File: config.mk
export PLATFORM = sky130hd
export DESIGN_NAME = spin_sequencer
export DESIGN_NICKNAME = d
export VERILOG_FILES = /design/src/rtl/spin_sequencer.sv
export SDC_FILE = /design/constraint.sdc
export NUM_CORES = 1
export LEC_CHECK = 0
export BUFFER_PORTS_ARGS = -buffer_cell sky130_fd_sc_hd__buf_2
export CAP_MARGIN = 20
export CORE_ASPECT_RATIO = 1.2
export CORE_MARGIN = 2
export CORE_UTILIZATION = 30
export DETAILED_ROUTE_END_ITERATION = 16
export GPL_TIMING_DRIVEN = 0
export PLACE_DENSITY_LB_ADDON = 0.3
export SKIP_LAST_GASP = 1
export SLEW_MARGIN = 25
export SYNTH_ARGS = -nofsm -noshare
export SYNTH_HDL_FRONTEND = slang
export SYNTH_SLANG_ARGS = --single-unit
File: constraint.sdc
create_clock -name clk -period 6.1 [get_ports clk]
set_clock_uncertainty 0.1 [all_clocks]
set_input_delay 1.22 -clock clk [delete_from_list [all_inputs] [get_ports clk]]
set_output_delay 1.22 -clock clk [all_outputs]
set_load 0.1 [all_outputs]
File: src/rtl/spin_sequencer.sv
// spin_sequencer: LED spinner. Steps a one-hot 4-LED pattern (bounce, rotate-left,
// rotate-right or hold) once per dwell period of prescaled ticks, with pause/resume
// and a config handshake that is only open while idle or paused.
module spin_sequencer #(
   parameter int unsigned PRESCALE_W = 16,
   parameter int unsigned DWELL_W    = 8
) (
   input  logic                  clk,
   input  logic                  rst_l,
   input  logic                  run,
   input  logic                  cfg_valid,
   output logic                  cfg_ready,
   input  logic [1:0]            cfg_mode,
   input  logic [DWELL_W-1:0]    cfg_dwell,
   input  logic [PRESCALE_W-1:0] cfg_prescale,
   output logic [3:0]            leds,
   output logic                  blink,
   output logic                  step_pulse,
   output logic [7:0]            step_count,
   output logic [1:0]            state_out
);

   typedef enum logic [1:0] {
      IDLE  = 2'b00,
      STEP  = 2'b01,
      WAIT  = 2'b10,
      PAUSE = 2'b11
   } state_e;

   localparam logic [1:0] MODE_BOUNCE = 2'd0;
   localparam logic [1:0] MODE_ROTL   = 2'd1;
   localparam logic [1:0] MODE_ROTR   = 2'd2;

   state_e                  state_q, state_d;
   logic [1:0]              mode_q, mode_d;
   logic [DWELL_W-1:0]      dwell_q, dwell_d;
   logic [PRESCALE_W-1:0]   prescale_q, prescale_d;
   // Prescale limit in use by the current dwell; a config taken in PAUSE
   // must not disturb the in-flight wait, so this is only loaded on a step.
   logic [PRESCALE_W-1:0]   lim_q, lim_d;
   logic [DWELL_W-1:0]      timer_q, timer_d;
   logic [PRESCALE_W-1:0]   pre_q, pre_d;
   logic [3:0]              leds_q, leds_d;
   logic                    dir_up_q, dir_up_d;
   logic                    blink_q, blink_d;
   logic                    pulse_q, pulse_d;
   logic [7:0]              count_q, count_d;
   logic                    ready_q, ready_d;

   // Next-state, config latch, wait timing and step side effects.
   always_comb begin
      state_d    = state_q;
      mode_d     = mode_q;
      dwell_d    = dwell_q;
      prescale_d = prescale_q;
      lim_d      = lim_q;
      timer_d    = timer_q;
      pre_d      = pre_q;
      leds_d     = leds_q;
      dir_up_d   = dir_up_q;
      blink_d    = blink_q;
      count_d    = count_q;

      if (cfg_valid && ready_q) begin
         mode_d     = cfg_mode;
         dwell_d    = cfg_dwell;
         prescale_d = cfg_prescale;
      end

      case (state_q)
         IDLE:  if (run) state_d = STEP;
         STEP:  state_d = WAIT;
         WAIT: begin
            if (!run) begin
               state_d = PAUSE;
            end else if (timer_q == '0) begin
               state_d = STEP;
            end else if (pre_q == lim_q) begin
               pre_d   = '0;
               timer_d = timer_q - DWELL_W'(1);
            end else begin
               pre_d = pre_q + PRESCALE_W'(1);
            end
         end
         PAUSE: if (run) state_d = WAIT;
         default: state_d = IDLE;
      endcase

      // Entering STEP: the step's visible effects appear during the STEP cycle.
      if (state_d == STEP) begin
         timer_d = dwell_d;
         lim_d   = prescale_d;
         pre_d   = '0;
         blink_d = ~blink_q;
         count_d = count_q + 8'd1;
         case (mode_d)
            MODE_BOUNCE: begin
               // A pattern left at the far edge by a rotate mode reflects
               // instead of shifting out to all-zero.
               if (dir_up_q) begin
                  if (leds_q[3]) begin
                     leds_d   = {1'b0, leds_q[3:1]};
                     dir_up_d = 1'b0;
                  end else begin
                     leds_d = {leds_q[2:0], 1'b0};
                  end
               end else begin
                  if (leds_q[0]) begin
                     leds_d   = {leds_q[2:0], 1'b0};
                     dir_up_d = 1'b1;
                  end else begin
                     leds_d = {1'b0, leds_q[3:1]};
                  end
               end
               if (leds_d == 4'b1000) dir_up_d = 1'b0;
               else if (leds_d == 4'b0001) dir_up_d = 1'b1;
            end
            MODE_ROTL: leds_d = {leds_q[2:0], leds_q[3]};
            MODE_ROTR: leds_d = {leds_q[0], leds_q[3:1]};
            default:   leds_d = leds_q;
         endcase
      end

      pulse_d = (state_d == STEP);
      ready_d = (state_d == IDLE) || (state_d == PAUSE);
   end

   // State and output registers.
   always_ff @(posedge clk or negedge rst_l) begin
      if (!rst_l) begin
         state_q    <= IDLE;
         mode_q     <= MODE_BOUNCE;
         dwell_q    <= DWELL_W'(250);
         prescale_q <= '1;
         lim_q      <= '1;
         timer_q    <= '0;
         pre_q      <= '0;
         leds_q     <= 4'b0001;
         dir_up_q   <= 1'b1;
         blink_q    <= 1'b0;
         pulse_q    <= 1'b0;
         count_q    <= 8'd0;
         ready_q    <= 1'b1;
      end else begin
         state_q    <= state_d;
         mode_q     <= mode_d;
         dwell_q    <= dwell_d;
         prescale_q <= prescale_d;
         lim_q      <= lim_d;
         timer_q    <= timer_d;
         pre_q      <= pre_d;
         leds_q     <= leds_d;
         dir_up_q   <= dir_up_d;
         blink_q    <= blink_d;
         pulse_q    <= pulse_d;
         count_q    <= count_d;
         ready_q    <= ready_d;
      end
   end

   assign cfg_ready  = ready_q;
   assign leds       = leds_q;
   assign blink      = blink_q;
   assign step_pulse = pulse_q;
   assign step_count = count_q;
   assign state_out  = state_q;

endmodule

==> results.yml <==
logic_synthesis:
  synth_nets: 416
  number_of_enable_type_register_cells_in_the_synthesized_netlist: 0
  yosys_warnings: 0
  synth_flop_cell: "sky130_fd_sc_hd__dfrtp_1"
  post_synthesis_instance_total: 377
  syn_area_per_cell_um2: 11.6
  synth-seq-cells: 84
  synth_sequential_area_ratio_pct: 49.3
  ys_async_sr_fraction_pct: 100
  synth_cell_type_count: 59
  synth.cell_area_mm2: 0.00437
sta:
  fin_ws_ps: 2690
  timing.final.setup_violations: 0
  worst_slew_pin_slew_ps: 649
  timing.final.max_slew_violations: 0
  finalSetupTns_ps: 0
  fmax_mhz: 293
  finalHoldViolCount: 0
  layout_worst_path_cycle_share_pct: 55.9
  timing.max_slew.rel_slack_pct: 56.7
  finalCriticalPeriod_ps: 3410
  grt_setup_unrepaired: "no"
setup_path:
  required_ps: 6200
  nature_of_the_critical_path_endpoint: "register"
  crit_start: "timer_q[0]$_DFFE_PN0P_"
  cp_max_fo: 10
  worstReg2RegStart: "timer_q[0]$_DFFE_PN0P_"
  criticalPathCategory: "reg -> reg"
  r2r.worst_path.cells: 13
  regToRegEndpoint: "pre_q[8]$_DFFE_PN0P_"
  cp-endpoint: "pre_q[8]$_DFFE_PN0P_"
  worstSetupStartpointType: "register"
  critPathMaxStageDelay_ps: 410
  crit_path_top_delay_cell: "sky130_fd_sc_hd__nor2_1"
  worst_path_arrival_time_ps: 3520
  crit_path_cell_trace: "inv_1, ha_1, nor4b_4, nand2_1, a21oi_1, mux2_2, ha_1, buf_2, inv_1, and3_1, nor2_1, buf_2, a31oi_1"
  r2r_slack_ps: 2690
job:
  reported_max_cap_violation_count: 0
cts:
  cts.clk_slew.worst_paths_ps: 60
  max-clock-path-buffers: 2
  cts_resized: 0
  cts_root_buf: "sky130_fd_sc_hd__clkbuf_16"
  cts-htree-levels: 3
  cts_setup_buffers: 0
  tritoncts_buffers: 9
  holdBufCountCts: 0
  clkLatencyLatePin_ps: 340
  tritoncts: "yes"
  numClockSinks: 84
power:
  totalPowerFinal_mw: 2.27
  power.static_leakage_nw: 2.22
  irDropWorstVdd_v: 0.000337
  powerDensity_mw_per_mm2: 441
placed_design:
  globalplace.congestion: 0.785
  placement.io_buffers: 46
  preCtsSetupSlack_ps: 2470
  hpwl_dp_um: 6870
global_routing:
  grt_antenna_before_repair: 0
  grt.total_usage_pct: 13.3
  grt_pass1_vias: 3236
  grt_max_degree: 61
  grt-ovfl-total: 0
  grt_pass1_wl_um: 16100
route:
  final_antenna_net_count: 0
  detailedRoute.firstIterationViolations: 145
  route.vias.total: 3142
  route.detailed.vias_per_inst: 5.11
  post_drt_wl_per_cell_um: 15.5
  drt_wl_total_um: 9520
  first_pass_iters: 4
  drc: 0
floorplan:
  horizontal_die_dimension_um: 114
  die_area_mm2: 0.0155
  die_h_um: 136
  placement_rows: 48
  core_mm2: 0.0143
  initial_utilization_pct: 30.5
  floorplan.io_pins: 47
layout:
  area.growth.synth_to_final_pct: 17.9
  antenna_cells_inserted: 0
  design.final.nets: 474
  layout-drive-gt1-share_pct: 39.5
run_status:
  run_status: "finished clean"
min_path:
  worstHoldPathType: "reg -> reg"
[state kept, by name (all words and copies together) (netlist names)]
name and count:
pre_q 16, timer_q 8, mode_q 2, blink 1, step_count 8, cfg_ready 1, dir_up_q 1, prescale_q 16
leds 4, dwell_q 8, step_pulse 1, lim_q 16, state_out 2
[power by group]
group          switching [mW]  leakage, nW  internal, mW
sequential              0.105        0.993         0.818
combinational           0.511         1.09         0.289
clock                   0.217        0.140         0.330
[layout make-up]
cell class / instances / area, um2
buffer: 17 / 87.6
clock buffer: 13 / 250
clock inverter: 3 / 46.3
fill: 1446 / 9150
inverter: 14 / 52.6
multi-input combinational: 262 / 2070
sequential: 84 / 2150
tap: 175 / 219
timing repair buffer: 47 / 264
[worst max-delay path: cells and delay by family, from the launching register on]
family	cells	cell delay (ps)
flip-flops	1	390
buffers and inverters	4	780
AND/OR/NAND/NOR	4	1110
multiplexers	1	190
AO/OA/AOI/OAI	2	320
adder cells (fa/ha/maj)	2	400
[metal layers]
| metal | routed length, um | global-route usage (%) | part of all wire, % |
|---|---|---|---|
| met1 | 4340 | 16.8 | 46 |
| met2 | 4600 | 21.8 | 48 |
| met3 | 372 | 2.63 | 3.9 |
| met4 | 216 | 6.30 | 2.3 |
| met5 | 0 | 0 | 0 |
[synthesized netlist by cell type (4+ instances only)]
| cell | number | share of area, % |
|---|---|---|
| sky130_fd_sc_hd__nand2_1 | 30 | 2.6 |
| sky130_fd_sc_hd__nand3_1 | 12 | 1.4 |
| sky130_fd_sc_hd__xor2_1 | 18 | 3.6 |
| sky130_fd_sc_hd__dfrtp_1 | 43 | 25 |
| sky130_fd_sc_hd__nand4_1 | 4 | 0.57 |
| sky130_fd_sc_hd__nor3_1 | 5 | 0.57 |
| sky130_fd_sc_hd__buf_2 | 7 | 0.80 |
| sky130_fd_sc_hd__nand2b_1 | 6 | 0.86 |
| sky130_fd_sc_hd__o21ai_0 | 8 | 0.92 |
| sky130_fd_sc_hd__dfstp_2 | 41 | 25 |
| sky130_fd_sc_hd__nor4_4 | 4 | 1.9 |
| sky130_fd_sc_hd__ha_1 | 9 | 2.6 |
| sky130_fd_sc_hd__and3_1 | 6 | 0.86 |
| sky130_fd_sc_hd__clkbuf_1 | 5 | 0.43 |
| sky130_fd_sc_hd__inv_1 | 14 | 1.2 |
| sky130_fd_sc_hd__mux2i_1 | 8 | 1.8 |
| sky130_fd_sc_hd__a21oi_1 | 13 | 1.5 |
| sky130_fd_sc_hd__a31oi_1 | 21 | 3.0 |
| sky130_fd_sc_hd__nor2_1 | 20 | 1.7 |
| sky130_fd_sc_hd__xnor2_1 | 4 | 0.80 |
| sky130_fd_sc_hd__mux2_2 | 40 | 10 |
[metrics by stage]
stage | hold WS, ps | instances | cell area, um2 | utilization [%]
floorplan | 371 | 377 | 4370 | -
detailed placement | 350 | 599 | 4850 | 33.9
global placement | 350 | 598 | 4820 | 33.7
finish | 367 | 615 | 5150 | 36.0
global route | 397 | 615 | 5150 | 36.0
CTS | 368 | 615 | 5150 | 36.0
[cells by family (layout without fill, tap and decap cells)]
| group | after synthesis | after routing | share of synthesized area [%] |
|---|---|---|---|
| simple gates | 105 | 105 | 14.6 |
| flops | 84 | 84 | 49.3 |
| compound gates | 76 | 76 | 13.0 |
| mux | 48 | 48 | 12.1 |
| buf+inv | 31 | 94 | 3.21 |
| xor+xnor | 24 | 24 | 5.16 |
| fa+ha+maj | 9 | 9 | 2.58 |
[placed cells by master, fill, tap and decap left out, types with 4 or more instances in the layout]
| cell | n |
|---|---|
| sky130_fd_sc_hd__a21oi_1 | 13 |
| sky130_fd_sc_hd__a31oi_1 | 21 |
| sky130_fd_sc_hd__and3_1 | 6 |
| sky130_fd_sc_hd__buf_2 | 52 |
| sky130_fd_sc_hd__clkbuf_1 | 8 |
| sky130_fd_sc_hd__clkbuf_16 | 9 |
| sky130_fd_sc_hd__dfrtp_1 | 43 |
| sky130_fd_sc_hd__dfstp_2 | 41 |
| sky130_fd_sc_hd__ha_1 | 9 |
| sky130_fd_sc_hd__inv_1 | 14 |
| sky130_fd_sc_hd__mux2_2 | 40 |
| sky130_fd_sc_hd__mux2i_1 | 8 |
| sky130_fd_sc_hd__nand2_1 | 30 |
| sky130_fd_sc_hd__nand2b_1 | 6 |
| sky130_fd_sc_hd__nand3_1 | 12 |
| sky130_fd_sc_hd__nand4_1 | 4 |
| sky130_fd_sc_hd__nor2_1 | 20 |
| sky130_fd_sc_hd__nor3_1 | 5 |
| sky130_fd_sc_hd__nor4_4 | 4 |
| sky130_fd_sc_hd__o21ai_0 | 8 |
| sky130_fd_sc_hd__xnor2_1 | 4 |
| sky130_fd_sc_hd__xor2_1 | 18 |
[how the worst min path moves through the flow]
stage,cells after the start,end,start
floorplan,1,dwell_q[0]$_DFF_PN0_,dwell_q[0]$_DFF_PN0_
global placement,1,blink$_DFFE_PN0N_,blink$_DFFE_PN0N_
detailed placement,1,blink$_DFFE_PN0N_,blink$_DFFE_PN0N_
CTS,1,blink$_DFFE_PN0N_,blink$_DFFE_PN0N_
global route,1,step_count[7]$_DFFE_PN0N_,step_count[7]$_DFFE_PN0N_
finish,1,blink$_DFFE_PN0N_,blink$_DFFE_PN0N_
Power figures use the tool's default switching activity.
